<file path="config.mk">
export PLATFORM = sky130hd
export DESIGN_NAME = im2col_window_scheduler
export DESIGN_NICKNAME = d
export VERILOG_FILES = /design/src/rtl/im2col_window_scheduler.sv
export SDC_FILE = /design/constraint.sdc
export NUM_CORES = 1
export LEC_CHECK = 0
export CAP_MARGIN = 0
export CELL_PAD_IN_SITES_DETAIL_PLACEMENT = 0
export CELL_PAD_IN_SITES_GLOBAL_PLACEMENT = 1
export CORE_MARGIN = 2
export CORE_UTILIZATION = 42
export DETAILED_ROUTE_END_ITERATION = 10
export GPL_ROUTABILITY_DRIVEN = 1
export GPL_TIMING_DRIVEN = 0
export PLACE_DENSITY_LB_ADDON = 0.1
export REMOVE_ABC_BUFFERS = 1
export SYNTH_ARGS = -nofsm -noshare
export SYNTH_HDL_FRONTEND = slang
export SYNTH_SLANG_ARGS = --single-unit
</file>
<file path="constraint.sdc">
create_clock -name iClk -period 5.7 [get_ports iClk]
set_input_delay 1.14 -clock iClk [delete_from_list [all_inputs] [get_ports iClk]]
set_output_delay 1.14 -clock iClk [all_outputs]
set_load 0.01 [all_outputs]
</file>
<file path="src/rtl/im2col_window_scheduler.sv">
// im2col window scheduler.
// Walks a square KxK window across a WxH image with stride S in raster order
// (X fastest). Each window origin goes out on a one-cycle oWinDv strobe. The
// scheduler then waits for iWinDone from the downstream column generator before
// it advances to the next origin.
//
// Ports:
//   iClk, iRstN           clock, asynchronous active-low reset
//   iStart                request a pass (accepted only when idle)
//   iImgWidth/iImgHeight  image dimensions, latched on an accepted iStart
//   iKerWidth/iStride     kernel width and stride, latched on an accepted iStart
//   iWinDone              downstream finished the current window
//   oWinDv                window-issue strobe, qualifies oStartAddrX/Y, oKerWidth
//   oBusy                 pass in progress
//   oDone                 one-cycle end-of-pass pulse
//   oErr                  one-cycle pulse when a requested configuration is rejected
//   oWinCount             windows issued in the current or last pass
module im2col_window_scheduler #(
  parameter int unsigned ADDR_W    = 8,
  parameter int unsigned MAX_KER_W = 8,
  parameter int unsigned KER_W     = $clog2(MAX_KER_W) + 1
) (
  input  logic                iClk,
  input  logic                iRstN,
  input  logic                iStart,
  input  logic [ADDR_W-1:0]   iImgWidth,
  input  logic [ADDR_W-1:0]   iImgHeight,
  input  logic [KER_W-1:0]    iKerWidth,
  input  logic [KER_W-1:0]    iStride,
  input  logic                iWinDone,
  output logic                oWinDv,
  output logic [ADDR_W-1:0]   oStartAddrX,
  output logic [ADDR_W-1:0]   oStartAddrY,
  output logic [KER_W-1:0]    oKerWidth,
  output logic                oBusy,
  output logic                oDone,
  output logic                oErr,
  output logic [2*ADDR_W-1:0] oWinCount
);

  // One extra bit so origin + stride + kernel never wraps.
  localparam int unsigned SumW = ADDR_W + 1;

  typedef enum logic [1:0] {StIdle, StIssue, StWait, StFin} state_e;

  state_e              state_q, state_d;
  logic [ADDR_W-1:0]   img_w_q, img_w_d, img_h_q, img_h_d;
  logic [ADDR_W-1:0]   x_q, x_d, y_q, y_d;
  logic [KER_W-1:0]    ker_q, ker_d, stride_q, stride_d;
  logic [2*ADDR_W-1:0] cnt_q, cnt_d;
  logic                err_q, err_d;

  logic [SumW-1:0] start_ker, ker_ext, stride_ext;
  logic [SumW-1:0] x_step, y_step, x_end, y_end;
  logic            cfg_ok;

  assign start_ker  = SumW'(iKerWidth);
  assign cfg_ok     = (iKerWidth != '0) && (32'(iKerWidth) <= MAX_KER_W) && (iStride != '0) &&
                      (start_ker <= SumW'(iImgWidth)) && (start_ker <= SumW'(iImgHeight));

  assign ker_ext    = SumW'(ker_q);
  assign stride_ext = SumW'(stride_q);
  assign x_step     = SumW'(x_q) + stride_ext;
  assign y_step     = SumW'(y_q) + stride_ext;
  assign x_end      = x_step + ker_ext;
  assign y_end      = y_step + ker_ext;

  always_comb begin
    state_d  = state_q;
    img_w_d  = img_w_q;
    img_h_d  = img_h_q;
    ker_d    = ker_q;
    stride_d = stride_q;
    x_d      = x_q;
    y_d      = y_q;
    cnt_d    = cnt_q;
    err_d    = 1'b0;
    unique case (state_q)
      StIdle: begin
        if (iStart) begin
          img_w_d  = iImgWidth;
          img_h_d  = iImgHeight;
          ker_d    = iKerWidth;
          stride_d = iStride;
          x_d      = '0;
          y_d      = '0;
          cnt_d    = '0;
          err_d    = ~cfg_ok;
          state_d  = cfg_ok ? StIssue : StIdle;
        end
      end
      StIssue: begin
        cnt_d   = cnt_q + 1'b1;
        state_d = StWait;
      end
      StWait: begin
        if (iWinDone) begin
          if (x_end <= SumW'(img_w_q)) begin
            x_d     = x_step[ADDR_W-1:0];
            state_d = StIssue;
          end else if (y_end <= SumW'(img_h_q)) begin
            x_d     = '0;
            y_d     = y_step[ADDR_W-1:0];
            state_d = StIssue;
          end else begin
            state_d = StFin;
          end
        end
      end
      StFin:   state_d = StIdle;
      default: state_d = StIdle;
    endcase
  end

  always_ff @(posedge iClk or negedge iRstN) begin
    if (!iRstN) begin
      state_q  <= StIdle;
      img_w_q  <= '0;
      img_h_q  <= '0;
      ker_q    <= '0;
      stride_q <= '0;
      x_q      <= '0;
      y_q      <= '0;
      cnt_q    <= '0;
      err_q    <= 1'b0;
    end else begin
      state_q  <= state_d;
      img_w_q  <= img_w_d;
      img_h_q  <= img_h_d;
      ker_q    <= ker_d;
      stride_q <= stride_d;
      x_q      <= x_d;
      y_q      <= y_d;
      cnt_q    <= cnt_d;
      err_q    <= err_d;
    end
  end

  assign oWinDv      = (state_q == StIssue);
  assign oBusy       = (state_q == StIssue) || (state_q == StWait);
  assign oDone       = (state_q == StFin);
  assign oErr        = err_q;
  assign oStartAddrX = x_q;
  assign oStartAddrY = y_q;
  assign oKerWidth   = ker_q;
  assign oWinCount   = cnt_q;

endmodule

</file>
==> results of run 1 <==
-- worst max-delay path: cells and delay by family (launching register included) --
| family | cells | cell delay (ns) |
|---|---|---|
| and+or+nand+nor | 4 | 1.17 |
| xor gates and xnor gates | 1 | 0.09 |
| DFF | 1 | 0.41 |
| AOI/OAI and AO/OA | 9 | 1.79 |
| adders and majority gates | 4 | 1.47 |
-- worst paths after layout --
check                                            from                         end  slack, ns  cells after the start
setup / recovery           oStartAddrX[0]$_DFFE_PN0P_  oStartAddrX[2]$_DFFE_PN0P_       0.72                     18
hold / removal                 img_w_q[3]$_DFFE_PN0P_      img_w_q[3]$_DFFE_PN0P_       0.49                      2
setup reg to reg           oStartAddrX[0]$_DFFE_PN0P_  oStartAddrX[2]$_DFFE_PN0P_       0.72                     18
hold reg to reg                img_w_q[3]$_DFFE_PN0P_      img_w_q[3]$_DFFE_PN0P_       0.49                      2
max in group asynchronous                       iRstN    oWinCount[7]$_DFFE_PN0P_       4.32                      1
min in group asynchronous                       iRstN      img_w_q[5]$_DFFE_PN0P_       0.87                      1
-- registers in the layout, summed over array words and instances (netlist names) --
register     flops
oKerWidth        4
stride_q         4
oErr             1
img_h_q          8
oStartAddrX      8
img_w_q          8
oStartAddrY      8
state_q          2
oWinCount       16
-- final cells by class --
type,count,area (um2),share of cell area (%)
clock buffers,12,165.2,3.183
clock inverters,4,47.55,0.9163
inverters,34,127.6,2.460
multi-input cells,335,2537,48.90
flip-flops and latches,59,1476,28.45
well taps,133,166.4,3.207
repair buffers,67,668.1,12.88
-- routing by layer --
layer,GRT usage (%),wire length [um],vias to the layer above
met5,0,0,-
met4,5.309,59,0
met3,4.073,290,4
met2,31.16,4741,53
met1,25.42,4764,1645
li1,-,-,1709
-- placed cells by master (no fill, tap or decap), types with 9 or more instances in the layout --
cell             count
clkdlybuf4s50_1     66
dfrtp_1             59
ha_1                46
inv_1               34
nand2_1             34
nor2_1              28
o21ai_0             26
a21oi_1             23
xnor2_1             21
mux2_2              18
nand3_1             14
nand4_1             13
clkbuf_8            12
xor2_1              10
a21o_1               9
-- per-stage QoR --
stage	instances	hold WS [ns]	total power, uW	util (%)
after global placement	628	0.4673	2421	51.17
after CTS	644	0.4941	2903	53.33
after global routing	644	0.5259	3143	53.33
final	644	0.4866	2864	53.33
after floorplan	428	0.4498	1947	-
after detailed placement	628	0.4774	2471	51.14
-- power by group through the flow --
stage | Sequential [uW] | Combinational, uW | Clock (uW)
after global placement | 684 | 1740 | 0
after global routing | 705 | 2000 | 441
final | 681 | 1770 | 412
after detailed placement | 690 | 1780 | 0
after floorplan | 670 | 1280 | 0
after CTS | 682 | 1800 | 426
-- cells by family after synthesis --
logic type | Yosys count | synth area share [%]
adders and majority gates | 51 | 15.89
DFF | 59 | 35.23
muxes | 26 | 6.778
and+or+nand+nor | 125 | 14.57
AOI/OAI and AO/OA | 102 | 16.84
xor gates and xnor gates | 31 | 6.480
buffers and inverters | 44 | 4.210
==> flow_summary_export.csv, run 1 <==
group,metric,value,unit
route,avgRoutedWirePerCell,15.30,um
logic_synthesis,ys_seq_area_share,35.23,%
logic_synthesis,synth_ff_type,"dfrtp_1",
floorplanning,start_util,43.07,%
power,power.density,552.0,nW/um2
logic_synthesis,ys_types,56,
critical_path,cp_slowest_cell,"fa_1",
route,drc_errors,0,
logic_synthesis,synth_top_cell_area_share,35.23,%
logic_synthesis,synth_top_cell_by_area,"dfrtp_1",
placement,placedInstanceArea,4976,um2
global_route,grt_use_total,19.00,%
critical_path,crit_chain,"ha_1 > fa_1 > fa_1 > a21o_1 > a21oi_1 > o21ai_0 > nand2_1 > o21ai_0 > a21oi_1 > xnor2_1 > ha_1 > or4_1 > a21oi_1 > a31oi_1 > a32oi_4 > nand3_1 > nor2_1 > a22o_1",
clock_network,clk_latency,0.34,ns
critical_path,crit_top_cell,"a21oi_1",
clock_network,clock-sinks,59,
critical_path,crit_type,"flip-flop to flip-flop",
global_route,grt_pass1_wl,16600,um
global_route,grt_start_max_net_pins,60,
route,vias_per_cell,5.297,
final_layout,design_area,5189,um2
job,maxCapViolCount,0,
power,peakVddDrop,0.2544,mV
placement,pre_cts_slack,0.7780,ns
timing,tightest_slew,1.205,ns
critical_path,max_stage_delay,0.54,ns
timing,tns,0,ns
clock_network,post_cts_buffers,0,
critical_path,worst-path-max-fanout,8,
logic_synthesis,netlist_instances,438,
route,firstDrtPassIters,4,
logic_synthesis,synth_edf_count,0,
floorplanning,fp-row-count,36,
clock_network,numCtsBuffers,9,
timing,fin_crit_sh,87.34,%
timing,period_minus_slack,4.978,ns
logic_synthesis,syn_avg_cell_area,9.567,um2
critical_path,required,5.97,ns
timing,clock_skew,0.009523,ns
final_layout,fillers,928,
status,status,"complete, no violations",
timing,max-slew-margin-rel,19.48,%
critical_path,crit_path_end_kind,"flip-flop",
clock_network,root_buffer,"clkbuf_8",
route,via_count,3411,
power,pwr-share-comb,61.8,%
power,p_leak,0.002279,uW
global_route,grt_pass1_vias,3359,
logic_synthesis,synth-seq-cells,59,
timing,hold_viol,0,
floorplanning,die_y,103.9,um
critical_path,arrival,5.25,ns
timing,rsz0062_at_grt,"false",
critical_path,cp-start-kind,"flip-flop",
clock_network,cts.path.max_buffers,2,
timing,layout_setup_ws,0.7218,ns
route,drtAntennaViolNets,0,
route,drt_iter0_drc,91,
logic_synthesis,yosysMostFrequentCell,"dfrtp_1",
floorplanning,ioPinCount,68,
min_path,hold_path.class,"flip-flop to flip-flop",
placement,gp_congestion,0.8482,
floorplanning,die_w,103.9,um
logic_synthesis,synthTopCellsByArea,"dfrtp_1 (35%), ha_1 (14%), mux2_2 (4.8%)",
route,drt-total-wl,9856,um
clock_network,cts_hold_buf,0,
final_layout,drive_above_1_share,9.002,%
timing,report.final.setup_viol,0,
timing,slew_viol_final,0,
final_layout,antenna_cells,0,
clock_network,cts_resized,0,
clock_network,cts.clk_slew.worst_paths,0.07,ns
logic_synthesis,async_flop_share,100.0,%
power,switching_share,44.70,%
global_route,overflow,0,
final_layout,layout.nets,584,
clock_network,htree_levels,3,
floorplanning,die-area,10790,um2
floorplanning,core,9729,um2
logic_synthesis,ys_warn_count,0,
logic_synthesis,ys_top_cells_by_count,"dfrtp_1 (59), ha_1 (46), inv_1 (34), nand2_1 (34), nor2_1 (28)",
power,sequentialPowerShare,23.8,%
global_route,antenna_found_initial,0,
power,p_int,1584,uW
placement,port_buffers,67,
power,p_clk_share,14.4,%
clock_network,cts_tree,"built",
final_layout,area_delta_synth_final,23.83,%
placement,dp_hpwl,7522,um
logic_synthesis,syn-cell-area,4190,um2
timing,clock.fmax,200.9,MHz
power,p_sw,1280,uW
Power figures use the tool's default switching activity.
==> inputs of run 2 (changes only) <==
CORE_UTILIZATION = 45   (was 42)
clock period = 5.9 ns   (was 5.7 ns; I/O delays follow)
==> flow_summary_export.csv, run 2 (synthesized netlist as in run 1, its figures left out) <==
group,metric,value,unit
clock_network,root_buffer,"clkbuf_8",
timing,clock.fmax,199.2,MHz
job,maxCapViolCount,0,
placement,dp_hpwl,7347,um
final_layout,final_util,56.27,%
clock_network,cts.path.max_buffers,2,
critical_path,crit_type,"flip-flop to flip-flop",
route,firstDrtPassIters,5,
route,wl_met3,207,um
global_route,grt_pass1_vias,3210,
timing,tns,0,ns
final_layout,area_delta_synth_final,22.90,%
clock_network,cts.clk_slew.worst_paths,0.07,ns
power,power.density,533.7,nW/um2
final_layout,drive_above_1_share,8.824,%
timing,period_minus_slack,5.019,ns
critical_path,crit_path_end_kind,"flip-flop",
power,p_leak,0.002268,uW
critical_path,cp-start-kind,"flip-flop",
min_path,hold_path.class,"flip-flop to flip-flop",
timing,report.final.setup_viol,0,
clock_network,cts_hold_buf,0,
clock_network,post_cts_buffers,0,
placement,gp_congestion,0.8237,
global_route,grt_use_total,19.95,%
route,drt-total-wl,9762,um
timing,clock_skew,0.01118,ns
global_route,antenna_found_initial,0,
clock_network,numCtsBuffers,9,
final_layout,final_common_cell,"clkdlybuf4s50_1",
final_layout,layout.nets,584,
floorplanning,start_util,45.78,%
clock_network,cts_tree,"built",
route,avgRoutedWirePerCell,15.72,um
route,drtAntennaViolNets,0,
power,peakVddDrop,0.3240,mV
clock_network,clk_latency,0.34,ns
route,vias_per_cell,5.432,
route,dr_wl_met2,4534,um
timing,fin_crit_sh,85.07,%
final_layout,largest_reg_flops,16,
floorplanning,core,9153,um2
clock_network,htree_levels,3,
floorplanning,die_y,100.5,um
critical_path,arrival,5.28,ns
timing,hold_viol,0,
critical_path,worst-path-max-fanout,8,
timing,rsz0062_at_grt,"false",
clock_network,cts_resized,0,
global_route,grt_start_max_net_pins,60,
timing,slew_viol_final,0,
floorplanning,die-area,10100,um2
global_route,grt_pass1_wl,15810,um
timing,tightest_slew,1.175,ns
route,via_count,3373,
floorplanning,ioPinCount,68,
floorplanning,die_w,100.5,um
floorplanning,fp-row-count,35,
status,status,"complete, no violations",
final_layout,final_cell_mix,"clkdlybuf4s50_1 (66), dfrtp_1 (59), ha_1 (46)",
timing,max-slew-margin-rel,21.50,%
placement,port_buffers,67,
route,drt-met1-wl,4959,um
final_layout,antenna_cells,0,
route,highest_layer,"met4",
route,drt_iter0_drc,122,
route,drc_errors,0,
global_route,overflow,0,
critical_path,required,6.17,ns
clock_network,clock-sinks,59,
run 2: power breakdown:
group / internal, uW / leakage [uW] / switching (uW) / total (uW)
combinational: 774 / 0.00140 / 939 / 1710
sequential: 527 / 0.000768 / 129 / 656
clock: 215 / 0.0000974 / 165 / 380
total: 1520 / 0.00227 / 1230 / 2750
run 2: final cells by class:
type,instances,area (um2)
inverter,34,127.6
tap,111,138.9
fill,822,4003
clock buffer,11,151.4
multi-input combinational,335,2537
sequential,59,1476
clock inverter,4,50.05
timing repair buffer,67,668.1
run 2: critical path, stage by stage (launching register included):
cell	delay, ns
dfrtp_1	0.41
ha_1	0.27
fa_1	0.53
fa_1	0.46
a21o_1	0.22
a21oi_1	0.32
o21ai_0	0.14
nand2_1	0.08
o21ai_0	0.08
a21oi_1	0.19
xnor2_1	0.09
ha_1	0.21
or4_1	0.48
a21oi_1	0.13
a31oi_1	0.14
a32oi_4	0.37
nand3_1	0.25
nor2_1	0.41
a22o_1	0.19
run 2: routing by layer:
layer,vias up,GRT usage [%]
met5,-,0
met4,0,5.374
met3,4,3.537
met2,43,31.65
met1,1619,28.22
li1,1707,-
run 2: metrics by stage:
stage	cell area [um2]	cells	setup WS [ns]	hold slack, ns	power (uW)
2_1_floorplan	4141	428	1.404	0.4498	1881
3_3_place_gp	4951	606	0.8813	0.4645	2332
3_5_place_dp	4949	606	0.8850	0.4741	2370
4_1_cts	5150	621	0.8934	0.4909	2772
5_1_grt	5150	621	0.4925	0.5152	3016
6_report	5150	621	0.8810	0.4870	2748
run 2: final timing paths:
check | to | start | depth (start not counted) | slack [ns]
setup / recovery | oStartAddrX[0]$_DFFE_PN0P_ | oStartAddrX[0]$_DFFE_PN0P_ | 18 | 0.88
hold / removal | img_h_q[1]$_DFFE_PN0P_ | img_h_q[1]$_DFFE_PN0P_ | 2 | 0.49
setup reg to reg | oStartAddrX[0]$_DFFE_PN0P_ | oStartAddrX[0]$_DFFE_PN0P_ | 18 | 0.88
hold reg to reg | img_h_q[1]$_DFFE_PN0P_ | img_h_q[1]$_DFFE_PN0P_ | 2 | 0.49
max in group asynchronous | oWinCount[5]$_DFFE_PN0P_ | iRstN | 1 | 4.45
min in group asynchronous | img_w_q[5]$_DFFE_PN0P_ | iRstN | 1 | 0.92
